$ cat src/rtl/seq_fsm.sv
// Four-phase sequencer (IDLE -> PRE -> ACT -> TAIL) with one shared phase counter,
// jump-to-ACT, stall, auto-repeat and a registered completion pulse.
module seq_fsm #(
    parameter int PRE_LEN  = 2,
    parameter int ACT_LEN  = 1,
    parameter int TAIL_LEN = 6
) (
    input  logic       clk,
    input  logic       rst_n,
    input  logic       go,
    input  logic       jmp,
    input  logic       hold,
    input  logic       repeat_en,
    output logic       y1,
    output logic       done,
    output logic       busy,
    output logic [1:0] phase
);

    if (PRE_LEN < 1 || PRE_LEN > 256 || ACT_LEN < 1 || ACT_LEN > 256 ||
        TAIL_LEN < 1 || TAIL_LEN > 256) begin : g_bad_params
        $error("seq_fsm: PRE_LEN, ACT_LEN and TAIL_LEN must each lie in 1..256");
    end

    // A length of 256 lands on terminal count 255, the top of the 8-bit counter.
    localparam logic [7:0] PRE_TC  = 8'(PRE_LEN - 1);
    localparam logic [7:0] ACT_TC  = 8'(ACT_LEN - 1);
    localparam logic [7:0] TAIL_TC = 8'(TAIL_LEN - 1);

    typedef enum logic [1:0] {
        IDLE = 2'd0,
        PRE  = 2'd1,
        ACT  = 2'd2,
        TAIL = 2'd3
    } state_t;

    state_t     state_q, state_d;
    logic [7:0] cnt_q, cnt_d;
    logic       done_q, done_d;

    // NOTE: state uses non-blocking assignments and an asynchronous reset, so
    // every register updates together on the edge and clears without a clock.
    always_ff @(posedge clk or negedge rst_n) begin
        if (!rst_n) begin
            state_q <= IDLE;
            cnt_q   <= 8'd0;
            done_q  <= 1'b0;
        end else begin
            state_q <= state_d;
            cnt_q   <= cnt_d;
            done_q  <= done_d;
        end
    end

    // NOTE: every signal gets its hold value first so no path can infer a latch.
    always_comb begin
        state_d = state_q;
        cnt_d   = cnt_q;
        done_d  = 1'b0;
        if (!hold) begin
            unique case (state_q)
                IDLE: begin
                    if (go) begin
                        state_d = jmp ? ACT : PRE;
                        cnt_d   = 8'd0;
                    end
                end
                PRE: begin
                    if (jmp || cnt_q == PRE_TC) begin
                        state_d = ACT;
                        cnt_d   = 8'd0;
                    end else begin
                        cnt_d = cnt_q + 8'd1;
                    end
                end
                ACT: begin
                    // A jump while already in ACT restarts the active window.
                    if (jmp) begin
                        cnt_d = 8'd0;
                    end else if (cnt_q == ACT_TC) begin
                        state_d = TAIL;
                        cnt_d   = 8'd0;
                    end else begin
                        cnt_d = cnt_q + 8'd1;
                    end
                end
                TAIL: begin
                    if (jmp) begin
                        state_d = ACT;
                        cnt_d   = 8'd0;
                    end else if (cnt_q == TAIL_TC) begin
                        state_d = (repeat_en && go) ? PRE : IDLE;
                        cnt_d   = 8'd0;
                        done_d  = 1'b1;
                    end else begin
                        cnt_d = cnt_q + 8'd1;
                    end
                end
                default: begin
                    state_d = IDLE;
                    cnt_d   = 8'd0;
                end
            endcase
        end
    end

    assign y1    = (state_q == ACT);
    assign busy  = (state_q != IDLE);
    assign phase = state_q;
    assign done  = done_q;

endmodule

$ cat config.mk
export PLATFORM = sky130hd
export DESIGN_NAME = seq_fsm
export DESIGN_NICKNAME = d
export VERILOG_FILES = /design/src/rtl/seq_fsm.sv
export SDC_FILE = /design/constraint.sdc
export NUM_CORES = 1
export LEC_CHECK = 0
export CAP_MARGIN = 20
export CORE_UTILIZATION = 52
export CTS_BUF_LIST = sky130_fd_sc_hd__clkbuf_8 sky130_fd_sc_hd__clkbuf_16
export CTS_CLUSTER_DIAMETER = 150
export DETAILED_ROUTE_END_ITERATION = 16
export PLACE_DENSITY = 0.76
export RECOVER_POWER = 50
export SLEW_MARGIN = 40
export SYNTH_ARGS = -nofsm -noshare
export SYNTH_HDL_FRONTEND = slang
export SYNTH_SLANG_ARGS = --single-unit
$ cat constraint.sdc
create_clock -name clk -period 1.9 [get_ports clk]
set_clock_uncertainty 0.1 [all_clocks]
set_input_delay 0.57 -clock clk [delete_from_list [all_inputs] [get_ports clk]]
set_output_delay 0.57 -clock clk [all_outputs]
set_load 0.1 [all_outputs]
### Yosys cells after proc, flatten, opt, wreduce, memory -nomap -nowiden

Cells that the tools add are included.

| storage, ports and cells | value |
|---|---|
| flip-flop bits (word level) | 11 |
| bits in latches | 0 |
| RAM bits | 0 |
| memory bits (read-only) | 0 |
| output and inout port bits | 5 |
| word-level logic and storage cells | 42 |
| memories kept | 0 |

| operators by class | value |
|---|---|
| add/subtract/negate cells | 1 |
| $mul | 0 |
| div/mod/pow operators | 0 |
| $lt $le $gt $ge | 0 |
| equal/unequal tests | 10 |
| shift operators | 0 |
| multiplexer cells | 20 |
| bitwise operators | 1 |
| reductions and logical operators | 7 |

Operator list:

| kind | number |
|---|---|
| 8-bit 2-to-1 mux | 6 |
| 8-bit one-hot mux with 4 select lines | 1 |
| 2-bit 2-to-1 mux | 7 |
| 8-bit by 1-bit adder with 8-bit output, second input constant | 1 |
| 8-bit by 1-bit == test with 1-bit output, second input constant | 1 |
| 8-bit by 3-bit == test with 1-bit output, second input constant | 1 |
| 8-bit zero test | 1 |
| 2-bit one-hot mux with 4 select lines | 1 |
| 2-bit inequality test, second input constant | 3 |
| 6-bit AND reduction | 1 |
| 1-bit 2-to-1 mux | 5 |
| 2-bit == test, second input constant | 2 |
| 3-bit inequality test, second input constant | 1 |
| 2-bit by 1-bit == test with 1-bit output, second input constant | 1 |
| 2-bit zero test | 1 |
| 2-bit by 1-bit inequality test with 1-bit output, second input constant | 1 |
| 2-bit AND reduction | 1 |
| 2-bit nonzero test | 1 |
| 1-bit logical AND | 1 |
| 1-bit logical OR | 1 |
| 1-bit NOT | 1 |

### Depth between registers and ports, before layout

| logic depth | value |
|---|---|
| depth in word-level cells | 5 |
| depth in mapped cells | 6 |
| depth with buffers taken out | 6 |

### Worst setup path after synthesis

No wires, ideal clock.

| timing path | value |
|---|---|
| path type | register -> output |
| start | register state_q[1], in the netlist phase[1] |
| end | output y1 |
| arrival | 2.577 ns |
| required time | 1.230 ns |
| slack | -1.347 ns |
| cell stages (with the launch flop) | 3 |
| cells stage by stage | dfrtp_1 > buf_2 > nor2b_1 |

| between the ends | value |
|---|---|
| longest elaborated chain between the ends | 1 |

RTL lines:

| item | RTL line | text |
|---|---|---|
| from (decl) | 37 | `state_t state_q, state_d;` |
| from (signal assigned) | 49 | `state_q <= state_d;` |
| 2-bit == test | 107 | `assign y1 = (state_q == ACT);` |
| to (decl) | 14 | `output logic y1,` |

Every way passes these cells.

### Worst setup path in the final report

| timing path | value |
|---|---|
| start | register cnt_q[1] |
| end | register state_q[1], in the netlist phase[1] |

| between the ends | value |
|---|---|
| longest elaborated chain between the ends | 4 |

RTL lines:

| item | RTL line | text |
|---|---|---|
| from (decl) | 38 | `logic [7:0] cnt_q, cnt_d;` |
| from (signal assigned) | 50 | `cnt_q <= cnt_d;` |
| 8-bit by 1-bit == test with 1-bit output | 69 | `if (jmp \|\| cnt_q == PRE_TC) begin` |
| 1-bit logical OR | 69 |  |
| 2-bit inequality test (no source line) | n/a |  |
| 6-bit AND reduction (no source line) (*) | n/a |  |

Mark *: on every way between the ends. The rest lies on a longest branch, timed or not.
A chain may end at the register's enable or synchronous reset.

==> flow_metrics.tcl <==
set metrics [dict create \
    cts_tree "yes" \
    ys_types 38 \
    fillers 55 \
    critical_path.cell_chain "inv_2, ha_4, nor4b_4, a31oi_4, or4_1, nand2_1" \
    cts_made_buffers 3 \
    path_class "reg -> reg" \
    htreeDepth 1 \
    post_drt_wl_per_cell_um 20.2 \
    vias_per_cell 6.58 \
    n_antenna_cell 0 \
    fin_setup_tns_ns -0.0746 \
    yosys_warnings 0 \
    synthSimpleGateAreaFrac_pct 29.4 \
    hp-start "cnt_q[0]" \
    fin_crit_ns 1.97 \
    cpPeakStageDelay_ns 0.57 \
    violations "setup timing" \
    final_area_um2 1210 \
    portBuffers 10 \
    worstMarginPinSlew_ns 0.539 \
    period_share_pct 104 \
    grt_pass1_wl_um 3310 \
    crit_start "cnt_q[1]" \
    max_freq_mhz 506 \
    grt_max_degree 12 \
    crit_required_ns 1.98 \
    antenna_found_initial 0 \
    r2r-end "phase[1]" \
    vias 856 \
    status "complete, but fails checks" \
    grt_overflow 0 \
    io_pins 11 \
    synthMuxAreaShare_pct 0 \
    worst_setup_path_start_kind "flip-flop" \
    whs_path_depth 2 \
    cp_max_fo 6 \
    gr-usage-all-layers_pct 31.9 \
    dieArea_um2 1680 \
    die_w_um 41.0 \
    p_per_area_nw_per_um2 1680 \
    worst_slack_ns -0.0746 \
    synth_adder_area_share_pct 4.74 \
    area_growth_pct 52.6 \
    postRouteAntennaNets 0 \
    p_total_w 0.00203 \
    drive_gt1_share_pct 38.3 \
    nNetsFinal 125 \
    finalSetupViolations 1 \
    post-place-ws_ns -0.309 \
    rows 13 \
    hold_path.class "reg -> reg" \
    synth_top_family_by_area "simple AND/OR/NAND/NOR gates" \
    synthCells 88 \
    relSlewSlack_pct 64.2 \
    critPathCaptureType "flip-flop" \
    gp_congestion 0.854 \
    drv_cap 0 \
    syn_avg_cell_area_um2 9.00 \
    cts_sinks 11 \
    drt_pass1_iterations 5 \
    r2r-start "cnt_q[1]" \
    peakVddDrop_v 0.000947 \
    hpwl_um 1430 \
    netlist_area_um2 792 \
    cts_buffer_depth 2 \
    arrival_ns 2.05 \
    reg2regPathDepth 6 \
    coreArea_um2 1370 \
    insertion_delay_ns 0.24 \
    cts-hold-fix-buffers 0 \
    hold_violations 0 \
    cts_root_buffer "clkbuf_8" \
    timing.hold.ws_ns 0.534 \
    syn_nets 97 \
    path_clk_slew_ns 0.05 \
    maxSlewViolCount 0 \
    post_dp_cell_area_um2 1030 \
    drt_iter0_markers 43 \
    drc_errors 0 \
    synth_xor_xnor_area_share_pct 3.32 \
    synth_compound_area_share_pct 21.0 \
    ff2ff_setup_slack_ns -0.07 \
    min_to "cnt_q[0]" \
    start_util_pct 58.0 \
    ys_ff_latch 11 \
    slowest_stage "or4_1" \
    rsz0062_at_grt "yes" \
    grt_pass1_vias 717 \
    die_y_um 41.0 \
    yosysSeqAreaShare_pct 34.8 \
    drt_wl_total_um 2630 \
    power.leakage_nw 0.504 \
]
## final cells by class
class | instances | area [um^2] | area share [%]
sequential | 11 | 284 | 23.5
clock inverter | 1 | 3.75 | 0.311
timing repair buffer | 28 | 289 | 23.9
tap | 15 | 18.8 | 1.55
inverter | 6 | 22.5 | 1.86
clock buffer | 3 | 41.3 | 3.42
multi-input combinational | 66 | 549 | 45.4
## placed cells by master (no fill, tap or decap), types with 2 or more instances in the layout
cell / count
inv_1: 5
nor4_1: 3
ha_1: 2
dfrtp_4: 2
nand2b_1: 2
xnor2_1: 2
nand2_1: 6
o31ai_1: 2
o211ai_1: 4
o21ai_0: 3
inv_2: 2
nor4b_4: 2
nand3_1: 4
nor2_1: 6
dfrtp_1: 8
clkbuf_8: 3
buf_4: 16
nor3_1: 5
clkdlybuf4s50_1: 3
buf_12: 5
## flip-flops by register name (all words and copies together) (netlist names)
signal,flops
done,1
cnt_q,8
phase,2
## worst max-delay path by stage
stage                     slack [ns]  cells after the start        to
final                          -0.07                      6  phase[1]
after global placement         -0.24                      5  cnt_q[2]
after global routing           -0.09                      6  phase[1]
after detailed placement       -0.31                      5  cnt_q[2]
after floorplan                -0.07                      2        y1
after CTS                    -0.0005                      5  cnt_q[2]
## layer usage
metal	global-route usage, %	wire [um]	vias to the layer above
met4	17.5	120	0
met3	10.3	240	19
met5	0	0	-
met2	46.1	1240	65
li1	-	-	378
met1	41.2	1030	394
## synth_stat cells (all sizes together)
cell type | number | area share (%)
a211o | 1 | 1.1
a211oi | 2 | 2.5
a21oi | 1 | 0.63
a31oi | 2 | 2.4
and2 | 1 | 0.79
buf | 4 | 3.3
clkbuf | 1 | 0.63
dfrtp | 11 | 35
ha | 3 | 4.7
inv | 6 | 2.8
nand2 | 6 | 2.8
nand2b | 3 | 2.4
nand3 | 4 | 2.5
nand4 | 1 | 0.79
nand4b | 1 | 1.1
nor2 | 6 | 2.8
nor2b | 1 | 0.79
nor3 | 6 | 4.4
nor4 | 3 | 2.4
nor4b | 3 | 6.0
o211ai | 4 | 3.8
o21ai | 6 | 4.3
o221ai | 1 | 1.1
o2bb2ai | 1 | 1.1
o311ai | 1 | 1.1
o31a | 1 | 1.1
o31ai | 2 | 1.9
or2 | 2 | 1.6
or4 | 1 | 0.95
xnor2 | 3 | 3.3
## timing repair
item	in CTS	in global routing
gates cloned	0	0
setup endpoints to repair	2	7
pin swaps	0	7
buffers inserted	3	6
gates resized for setup	3	12
## critical path: cells and delay by family, from the launching register on
family                   cells  cell delay, ns
AO/OA/AOI/OAI                1            0.20
adder cells (fa/ha/maj)      1            0.14
buffers and inverters        1            0.10
flip-flops                   1            0.41
AND/OR/NAND/NOR              3            0.95
## metrics by stage
stage          cells  util [%]
5_1_grt          130      88.5
3_5_place_dp     117      75.3
4_1_cts          124      83.0
3_3_place_gp     117      75.3
2_1_floorplan     88         -
6_report         130      88.5
## logic make-up after synthesis
kind of cell | Yosys count
compound gates | 22
flops | 11
xor+xnor | 3
simple gates | 38
fa+ha+maj | 3
buf+inv | 11
## report_power, final
group          switching (W)  leakage, nW  internal [W]
registers          0.0000638        0.144      0.000297
logic               0.000818        0.333      0.000626
clock network      0.0000887       0.0269      0.000142
total               0.000970        0.504       0.00106
(Power assumes the default switching activity.)
